==> src/rtl/cordic_pkg.sv <==
// Shared constants and state encoding for the vectoring-mode CORDIC.
// Angles are Q16 radians; K is the inverse CORDIC gain for 16 micro-rotations.
package cordic_pkg;

    localparam int N_ATAN = 16;

    localparam int ATAN [0:N_ATAN-1] = '{
        51472, 30386, 16055, 8150, 4091, 2047, 1024, 512,
        256,   128,   64,    32,   16,   8,    4,    2
    };

    localparam int K_Q16    = 39797;
    localparam int PI_Q16   = 205887;
    localparam int PI_2_Q16 = (PI_Q16 + 1) / 2;

    typedef enum logic [2:0] {
        IDLE,
        PRE,
        ITER,
        SCALE,
        DONE
    } state_t;

endpackage

==> src/rtl/cordic_atan_lut.sv <==
// Arctangent table lookup: iteration index -> atan(2^-i) in Q16.
// Indices past the end of the table return zero.
module cordic_atan_lut
    import cordic_pkg::*;
#(
    parameter int W  = 20,
    parameter int IW = 5
) (
    input  logic [IW-1:0]       i_idx,
    output logic signed [W-1:0] o_atan
);

    always_comb begin
        // NOTE: default first so every path assigns o_atan and no latch is inferred.
        o_atan = '0;
        for (int k = 0; k < N_ATAN; k++) begin
            if (k < (1 << IW) && i_idx == IW'(k)) begin
                o_atan = W'(ATAN[k]);
            end
        end
    end

endmodule

==> src/rtl/cordic_vec.sv <==
// Vectoring-mode CORDIC: computes atan2(y,x) and sqrt(x^2+y^2) from a Q16 vector,
// one micro-rotation per clock, behind a four-phase req/ack handshake.
module cordic_vec
    import cordic_pkg::*;
#(
    parameter int W      = 20,
    parameter int N_ITER = 16
) (
    input  logic                i_clk,
    input  logic                i_nrst,
    input  logic                i_req,
    input  logic signed [W-1:0] i_x,
    input  logic signed [W-1:0] i_y,
    output logic signed [W-1:0] o_theta,
    output logic signed [W-1:0] o_mag,
    output logic                o_ack
);

    // Three guard bits absorb the ~2.33x worst-case growth (CORDIC gain times sqrt 2).
    localparam int XW = W + 3;
    localparam int IW = $clog2(N_ITER + 1);
    localparam int PW = XW + 18;

    localparam logic signed [W-1:0]  MAG_MAX     = {1'b0, {(W-1){1'b1}}};
    localparam logic signed [PW-1:0] MAG_MAX_EXT = PW'(MAG_MAX);
    localparam logic signed [PW-1:0] K_EXT       = PW'(K_Q16);
    localparam logic signed [W-1:0]  PI_2        = W'(PI_2_Q16);

    state_t                state_q, state_d;
    logic signed [XW-1:0]  x_q, x_d, y_q, y_d;
    logic signed [W-1:0]   z_q, z_d;
    logic [IW-1:0]         i_q, i_d;
    logic                  zero_q, zero_d;
    logic signed [W-1:0]   theta_q, theta_d;
    logic signed [W-1:0]   mag_q, mag_d;
    logic                  ack_q, ack_d;

    logic signed [W-1:0]   atan_i;
    logic signed [XW-1:0]  x_sh, y_sh;
    logic signed [PW-1:0]  prod, prod_sh;
    logic signed [W-1:0]   mag_sat;

    cordic_atan_lut #(
        .W  (W),
        .IW (IW)
    ) u_atan_lut (
        .i_idx  (i_q),
        .o_atan (atan_i)
    );

    assign x_sh    = x_q >>> i_q;
    assign y_sh    = y_q >>> i_q;
    assign prod    = PW'(x_q) * K_EXT;
    assign prod_sh = prod >>> 16;

    always_comb begin
        if (prod_sh > MAG_MAX_EXT) begin
            mag_sat = MAG_MAX;
        end else if (prod_sh[PW-1]) begin
            mag_sat = '0;
        end else begin
            mag_sat = prod_sh[W-1:0];
        end
    end

    always_comb begin
        state_d = state_q;
        x_d     = x_q;
        y_d     = y_q;
        z_d     = z_q;
        i_d     = i_q;
        zero_d  = zero_q;
        theta_d = theta_q;
        mag_d   = mag_q;
        ack_d   = ack_q;

        unique case (state_q)
            IDLE: begin
                if (i_req) begin
                    x_d     = XW'(i_x);
                    y_d     = XW'(i_y);
                    z_d     = '0;
                    i_d     = '0;
                    zero_d  = (i_x == '0) && (i_y == '0);
                    state_d = PRE;
                end
            end
            PRE: begin
                // Fold the left half-plane into |angle| <= pi/2 where CORDIC converges.
                if (x_q[XW-1] && !y_q[XW-1]) begin
                    x_d = y_q;
                    y_d = -x_q;
                    z_d = PI_2;
                end else if (x_q[XW-1]) begin
                    x_d = -y_q;
                    y_d = x_q;
                    z_d = -PI_2;
                end else begin
                    z_d = '0;
                end
                i_d     = '0;
                state_d = ITER;
            end
            ITER: begin
                if (i_q == IW'(N_ITER)) begin
                    state_d = SCALE;
                end else begin
                    if (!y_q[XW-1]) begin
                        x_d = x_q + y_sh;
                        y_d = y_q - x_sh;
                        z_d = z_q + atan_i;
                    end else begin
                        x_d = x_q - y_sh;
                        y_d = y_q + x_sh;
                        z_d = z_q - atan_i;
                    end
                    i_d = i_q + IW'(1);
                end
            end
            SCALE: begin
                // A zero vector leaves y at 0 every step, so z would drift to sum(ATAN).
                theta_d = zero_q ? '0 : z_q;
                mag_d   = zero_q ? '0 : mag_sat;
                ack_d   = 1'b1;
                state_d = DONE;
            end
            DONE: begin
                if (!i_req) begin
                    ack_d   = 1'b0;
                    state_d = IDLE;
                end
            end
            default: begin
                ack_d   = 1'b0;
                state_d = IDLE;
            end
        endcase
    end

    always_ff @(posedge i_clk or negedge i_nrst) begin
        if (!i_nrst) begin
            state_q <= IDLE;
            x_q     <= '0;
            y_q     <= '0;
            z_q     <= '0;
            i_q     <= '0;
            zero_q  <= 1'b0;
            theta_q <= '0;
            mag_q   <= '0;
            ack_q   <= 1'b0;
        end else begin
            // NOTE: non-blocking so every flop samples the pre-edge values of the others.
            state_q <= state_d;
            x_q     <= x_d;
            y_q     <= y_d;
            z_q     <= z_d;
            i_q     <= i_d;
            zero_q  <= zero_d;
            theta_q <= theta_d;
            mag_q   <= mag_d;
            ack_q   <= ack_d;
        end
    end

    assign o_theta = theta_q;
    assign o_mag   = mag_q;
    assign o_ack   = ack_q;

endmodule
==> config.mk <==
export PLATFORM = sky130hd
export DESIGN_NAME = cordic_vec
export DESIGN_NICKNAME = d
export VERILOG_FILES = /design/src/rtl/cordic_pkg.sv /design/src/rtl/cordic_atan_lut.sv /design/src/rtl/cordic_vec.sv
export SDC_FILE = /design/constraint.sdc
export NUM_CORES = 1
export LEC_CHECK = 0
export CAP_MARGIN = 10
export CORE_MARGIN = 10
export CORE_UTILIZATION = 45
export DETAILED_ROUTE_END_ITERATION = 12
export DONT_BUFFER_PORTS = 1
export GPL_TIMING_DRIVEN = 1
export SLEW_MARGIN = 10
export SYNTH_ARGS = -nofsm -noshare
export SYNTH_HDL_FRONTEND = slang
export SYNTH_SLANG_ARGS = --single-unit
==> constraint.sdc <==
create_clock -name i_clk -period 15.9 [get_ports i_clk]
set_input_delay 3.18 -clock i_clk [delete_from_list [all_inputs] [get_ports i_clk]]
set_output_delay 3.18 -clock i_clk [all_outputs]
set_load 0.01 [all_outputs]
# [After elaboration in Yosys (flattened, before gate mapping)]
# Cells that the tools add are included.
[totals] word_cells=110 regBits=116 out_inout_bits=41
[classes] n_eq_ne=25 n_bitwise=1 n_shift=2 multipliers=1 n_lt_le_gt_ge=1 n_addsub=9 reduce_logical=14 muxes=47
[ops] cell="$mux 20" n=24
[ops] cell="$mux 23" n=10
[ops] cell="$pmux 23 s3" n=2
[ops] cell="$pmux 20 s3" n=1
[ops] cell="$add 23x23->23" n=2
[ops] cell="$neg 23->23" n=2
[ops] cell="$sshr 23x5->23" n=2
[ops] cell="$sub 23x23->23" n=2
[ops] cell="$eq 5x4->1 const B" n=8
[ops] cell="$logic_not 20->1" n=2
[ops] cell="$mul 23x17->40 const B" n=1
[ops] cell="$gt 24x20->1 const B" n=1
[ops] cell="$add 20x20->20" n=1
[ops] cell="$eq 5x3->1 const B" n=4
[ops] cell="$sub 20x20->20" n=1
[ops] cell="$mux 16" n=1
[ops] cell="$pmux 3 s5" n=1
[ops] cell="$pmux 5 s3" n=1
[ops] cell="$eq 5x2->1 const B" n=2
[ops] cell="$mux 5" n=2
[ops] cell="$mux 3" n=3
[ops] cell="$ne 2x2->1 const B" n=4
[ops] cell="$eq 3x2->1 const B" n=2
[ops] cell="$reduce_and 3->1" n=2
[ops] cell="other kinds (17)" n=19

# [Logic depth before layout (Yosys ltp)]
# Gate-level depths: netlist of run 1.
[depth] depth_word=21 depth_mapped=28 depth_no_buf=23

# [Hierarchy]
# Synthesis of run 1 repeated with hierarchy kept, for this count alone.
[unflattened] cells_unflattened=2523 hier_area_um2=21645.8
[modules_own_cells] mod="cordic_vec" cells_each=2466 instances=1 seq_area_each_um2=2902.8 area_each_um2=21266.6
[modules_own_cells] mod="cordic_atan_lut" cells_each=57 instances=1 seq_area_each_um2=0.0 area_each_um2=379.1

# [Worst setup path after synthesis of run 1]
# No wires, ideal clock.
[synth_timing] path_type="reg-to-reg" start="reg x_q[7]" end="reg mag_q[0], in the netlist o_mag[0]" setup_slack_ps=9400 stages_incl_launch_ff=24 arrival_ps=6364 period_less_slack_ps=6500 required_ps=15764 setup_time_ps=136 path_cell_list="dfrtp_1 -> clkbuf_1 -> inv_1 -> ha_1 -> fa_1 -> inv_1 -> fa_1 -> inv_1 -> fa_1 -> fa_1 -> inv_1 -> fa_1 -> inv_1 -> ha_1 -> a21oi_1 -> o21a_1 -> nand3_1 -> o2111a_1 -> nor3_1 -> o311ai_0 -> a211o_1 -> clkbuf_1 -> a21oi_1 -> o211ai_1"
[synth_via] elab_chain_len=4 elab_cells_between_ends=5 cone_classes="mul (1); order compare (1); mux (3)"
[synth_rtl] item="start, declared" line_no="cordic_vec.sv:30" text="logic signed [XW-1:0] x_q, x_d, y_q, y_d;"
[synth_rtl] item="start signal, assigned" line_no="cordic_vec.sv:143" text="x_q <= '0;"
[synth_rtl] item="start signal, assigned" line_no="cordic_vec.sv:154" text="x_q <= x_d;"
[synth_rtl] item="$mul 23x17->40 (*)" line_no="cordic_vec.sv:53" text="assign prod = PW'(x_q) * K_EXT;"
[synth_rtl] item="$gt 24x20->1 / $mux 20 (equally long branches)" line_no="cordic_vec.sv:57, cordic_vec.sv:59"
[synth_rtl] item="$mux 20 (*)" line_no="cordic_vec.sv:57" text="if (prod_sh > MAG_MAX_EXT) begin"
[synth_rtl] item="$mux 20 (*)" line_no="cordic_vec.sv:123" text="mag_d = zero_q ? '0 : mag_sat;"
[synth_rtl] item="end signal, assigned" line_no="cordic_vec.sv:160" text="mag_q <= mag_d;"
[synth_rtl] item="end, declared" line_no="cordic_vec.sv:35" text="logic signed [W-1:0] mag_q, mag_d;"
# Every way passes the cells marked *; elsewhere a longest branch is shown, timed or not.
# A chain may end at the register's enable or synchronous reset.

# [Worst setup path after layout of run 1]
[layout_timing] start="reg x_q[12]" end="reg mag_q[11], in the netlist o_mag[11]"
# The elaborated chain is that of the path after synthesis.

==> run metrics, run 1 <==
Critical Path RT=about 16 ns; Post-synth EDFFs=0; H-tree depth=4; reg2reg end=o_mag[11]; CTS Buffer Depth=2; Final Setup Violations=0; largest net degree at the start of global routing=approximately 120; status=finished clean; antenna fix cells=0; RSZ-0062 raised after global routing=no; grt ovf=0; Total Wirelength=77.54 mm; endpoint class of the critical path=flop; worst-path fanout max=15; post-CTS sizing=0; Port-buffer cells=0; post-CTS setup buffer count=0; Area contributors post-synth=fa_1 (16%), ha_1 (14%), dfrtp_1 (13%); setup TNS=0 ns; Peak Freq=130.3 MHz; core box area=around 0.049 mm^2; Synth Register Bits=116; Die ar.=0.05882 mm^2; Clk Latency, worst-skew pair=0.49 ns; ANT nets after route=0; Endpoint, Worst Hold=z_q[16]; critical path data arrival time=8.02 ns; Boundary Pins=84; GRT Util Overall=25.96%; RD Place Congestion=0.9767; synthesis-to-layout area growth=3.583%; Clock Sinks=116; drt pass-1 iters=6; FP Rows=81; crit-path max cell delay=0.82 ns; startpoint types=flop; Final Hold Violating Endpoints=0; worst min path class=reg2reg; relative slew slack=28.92%; Cell Area, Synth=0.02228 mm^2; Routed WL per cell=24.75 um; Post-synth top flop=dfrtp_1; antenna violations before repair=4; clock transition at the registers of the reported paths=0.07 ns; FF-to-FF Start=x_q[12]; DPL Wire Length=60.86 mm; leading area contributor after synthesis=fa_1; NumNets Final=2935; initial core utilization=45.52%; Cell variety after synth=107; clock root buffer=clkbuf_16; critical-path cell list=inv_1 > ha_1 > inv_1 > fa_1 > fa_1 > inv_1 > fa_1 > fa_1 > inv_1 > fa_1 > inv_1 > ha_1 > a21oi_1 > o21a_1 > nand3_1 > o2111a_1 > nor3_1 > o311ai_0 > a211o_1 > a21oi_1 > o21ai_0; Seq/Total Area, Yosys=13.03%; Syn Nets=between 3000 and 4000; DR WL met3=7.679 mm; Min-Delay Startpoint=z_q[16]; DRT iter0 DRCs=2251; cells after synthesis=around 2500; ys async rst share=100.0%; layout cell share with drive strength beyond 1=7.331%; vias per cell=6.209; worst hold path depth=2; commonest non-fill, non-tap cell in the layout=inv_1; # DRC=0; Top Metal Used=met5; metal2 WL=34.62 mm; Buf/Inv on CP=5; total CTS buffers=17; Worst Reg-to-Reg Cells=21; Metal-1 WL=between 30 and 40 mm; syn_area_per_cell=8.752 um^2; vias in the first global route=18538; Tmin final=7.675 ns; Slew Viols, Final=0; Tcrit/Tclk final=48.27%; hold_buf cts=0; clk_skew=0.01848 ns; Worst-Margin Slew=1.062 ns; vias=19454; most frequent cells in the layout=inv_1 (347), ha_1 (256), nand2_1 (192); CP max stage cell=dfrtp_1; delay-heaviest family, CP=adder cells; # Max-Cap Violations=0; die width=242.5 um; CTS tree=yes; critical path startpoint=x_q[12]; Setup CP Type=reg2reg; internal reg-to-reg setup slack=8.23 ns; Chip Height=roughly 240 um; warnings from Yosys=0; first-pass GRT wire length=117.5 mm; Yosys top cell area share=16.17%
[final cells by class]
class | count | area, um^2
Clock buffer | 21 | 480.5
Clock inverter | 11 | 116.4
Fill cell | 4743 | 25870
Inverter | 350 | 1314
Multi-Input combinational cell | 1943 | 17220
Sequential cell | 116 | 2910
Tap cell | 664 | 830.8
Timing Repair Buffer | 28 | 210.2
[Yosys cell counts (all sizes together) (8+ instances only)]
cell type and count:
o21ai 153, o221ai 10, nor2 142, and2 15, ha 256, nor2b 15, o31ai 29, a221oi 26
o211ai 16, a21oi 147, or2 12, nor4 27, a21o 37, nor3b 8, a31oi 36, and3 18
nor3 39, inv 348, or3 27, nand3 33, dfrtp 116, a21boi 10, nand4 16, clkbuf 105
o21a 29, nand2 193, a22oi 8, mux4 47, xnor2 85, xor2 53, o21bai 8, mux2 28
a211oi 23, nand2b 37, a222oi 15, a32oi 14, fa 180, buf 31, mux2i 31
[how the worst max path moves through the flow]
stage | slack [ns] | depth (start not counted) | end
after floorplan | 9.40 | 23 | o_mag[0]
after global placement | 8.52 | 21 | o_mag[4]
after detailed placement | 8.28 | 21 | o_mag[11]
after CTS | 8.28 | 21 | o_mag[11]
after global routing | 7.77 | 21 | o_mag[0]
final | 8.23 | 21 | o_mag[11]
[metrics by stage]
step / util (%) / area [um^2] / std cells / hold WS [ns] / worst slack [ns]
global route: 47.15 / 23080 / 3133 / 0.5606 / 7.767
detailed placement: 45.93 / 22480 / 3101 / 0.5178 / 8.278
floorplan: - / 22280 / 2546 / 0.4754 / 9.400
global placement: 45.93 / 22480 / 3101 / 0.5168 / 8.521
CTS: 47.15 / 23080 / 3133 / 0.5342 / 8.278
finish: 47.15 / 23080 / 3133 / 0.5250 / 8.225
[per-layer routing]
layer | vias up | global-route usage [%]
li1 | 8821 | -
met1 | 9600 | 35.33
met2 | 885 | 39.38
met3 | 140 | 6.570
met4 | 8 | 8.674
met5 | - | 0
[sequential cells by signal (all words and copies together) (netlist names)]
| signal | count |
|---|---|
| x_q | 23 |
| o_theta | 20 |
| y_q | 23 |
| i_q | 5 |
| zero_q | 1 |
| z_q | 20 |
| o_ack | 1 |
| state_q | 3 |
| o_mag | 20 |
[cell families after synthesis]
family	synth area share (%)
flip-flops	13.03
XOR/XNOR	5.424
AO/OA/AOI/OAI	19.72
buffers and inverters	9.787
AND/OR/NAND/NOR	13.70
multiplexers	7.794
adder cells (fa/ha/maj)	30.55
[tightest hold or removal path, stage by stage, from the launching register on]
cell and delay (ns):
dfrtp_1 0.38, nand2_1 0.05, o21ai_0 0.06
Power of run 1 is not shown: default switching activity piles up to over one toggle a cycle in this logic, so the estimate is an artifact.
==> run 2: changes to the inputs <==
- clock period: 15.9 -> 7.2 ns (I/O delays scaled with it)
==> run metrics, run 2 (synthesized netlist as in run 1, its figures left out) <==
status=finished clean; vias=19724 (+1.4%); Die ar.=0.05882 mm^2 (unchanged); Critical Path RT=7.56 ns (-8.69 ns); grt ovf=0 (unchanged); Final Hold Violating Endpoints=0 (unchanged); most frequent cells in the layout=inv_1 (347), ha_1 (256), nand2_1 (192); layout cell share with drive strength beyond 1=9.221% (+1.9 points); worst hold path depth=2 (unchanged); vias per cell=6.203 (-0.11%); Worst-Margin Slew=1.045 ns (-0.01694 ns); antenna fix cells=0 (unchanged); ANT nets after route=0 (unchanged); commonest non-fill, non-tap cell in the layout=inv_1; Chip Height=242.5 um (unchanged); initial core utilization=45.52% (unchanged); # DRC=0 (unchanged); core box area=0.04895 mm^2 (unchanged); clock transition at the registers of the reported paths=0.07 ns (about the same); drt pass-1 iters=10 (+4); total CTS buffers=17 (unchanged); largest net degree at the start of global routing=117 (unchanged); relative slew slack=29.72% (+0.80 points); Boundary Pins=84 (unchanged); Clock Sinks=116 (unchanged); Worst Reg-to-Reg Cells=21 (unchanged); vias in the first global route=19081 (+2.9%); met3 Use GR=6.371% (-0.20 points); Routed WL per cell=24.95 um (+0.82%); RSZ-0062 raised after global routing=no; antenna violations before repair=1 (-3); worst min path class=reg2reg; die width=242.5 um (unchanged); RD Place Congestion=1.003 (+2.7%); worst-path fanout max=9 (-6); Clk Latency, worst-skew pair=0.49 ns (about the same); CTS tree=yes; hold_buf cts=0 (unchanged); Tmin final=6.774 ns (-0.9004 ns); Global Route met2 Usage=41.67% (+2.3 points); FP Rows=81 (unchanged); non-filler cells, final=3180 (+1.5%); Cells after DPL=3148 (+1.5%); CTS Buffer Depth=2 (unchanged); Final Setup Violations=0 (unchanged); Total Wirelength=79.34 mm (+2.3%); Peak Freq=147.6 MHz (+13%); met1 Use GR=35.50% (+0.17 points); biggest regs=x_q x23, y_q x23; post-CTS setup buffer count=0 (unchanged); clk_skew=0.01382 ns (-0.004663 ns); Tcrit/Tclk final=94.09% (+46 points); DRT iter0 DRCs=2088 (-7.2%); startpoint types=flop; setup TNS=0 ns (unchanged); first-pass GRT wire length=119.4 mm (+1.7%); Top Usage Layer GRT=met2; # Max-Cap Violations=0 (unchanged); critical path data arrival time=7.13 ns (-0.89 ns); Setup CP Type=reg2reg; synthesis-to-layout area growth=5.362%; post-CTS sizing=1 (+1); Slew Viols, Final=0 (unchanged); NumNets Final=2982 (+1.6%); H-tree depth=4 (unchanged); GRT Util Overall=26.51% (+0.56 points); DPL Wire Length=63.57 mm (+4.5%); endpoint class of the critical path=flop; clock root buffer=clkbuf_16; Port-buffer cells=0 (unchanged)
run 2: final timing paths:
| path | end | start | slack (ns) |
|---|---|---|---|
| setup reg to reg | o_mag[4] | x_q[16] | 0.43 |
| setup / recovery | o_mag[4] | x_q[16] | 0.43 |
| hold reg to reg | z_q[16] | z_q[16] | 0.52 |
| hold / removal | z_q[16] | z_q[16] | 0.52 |
| min in group asynchronous | o_theta[11] | i_nrst | 0.64 |
| max in group asynchronous | y_q[22] | i_nrst | 6.34 |
run 2: final cells by class:
class,count,area (um^2)
Fill cell,4701,25470
Multi-Input combinational cell,1943,17250
Sequential cell,116,2912
Inverter,350,1314
Tap cell,664,830.8
Timing Repair Buffer,75,588.1
Clock buffer,17,425.4
Clock inverter,15,162.7
run 2: metrics by stage:
stage	hold slack (ns)	setup slack [ns]	utilization [%]	area [um^2]
6_report	0.5196	0.4257	47.96	23480
2_1_floorplan	0.4754	0.6995	-	22280
4_1_cts	0.5279	0.03467	47.91	23450
3_3_place_gp	0.5159	0.1937	46.70	22860
3_5_place_dp	0.5112	-0.08084	46.70	22860
5_1_grt	0.5515	0.05757	47.96	23480
run 2: worst max-delay path: stages (launching register included):
cell,delay [ns]
dfrtp_2,0.57
inv_1,0.13
ha_1,0.41
inv_1,0.09
fa_1,0.50
fa_1,0.51
inv_1,0.05
fa_1,0.48
fa_1,0.56
inv_1,0.06
fa_1,0.53
inv_1,0.04
ha_1,0.34
a21oi_1,0.26
o21a_1,0.20
nand3_1,0.12
o2111ai_1,0.35
a2111oi_2,0.16
nor4_1,0.63
o32ai_4,0.22
a21oi_2,0.29
o211ai_1,0.13
run 2: layer usage:
metal	part of all wire, %	vias up
met5	0.016	-
met4	2.7	2
met3	9.5	126
met2	46	861
met1	42	9806
li1	-	8929
Power of run 2 is left out for the same reason.
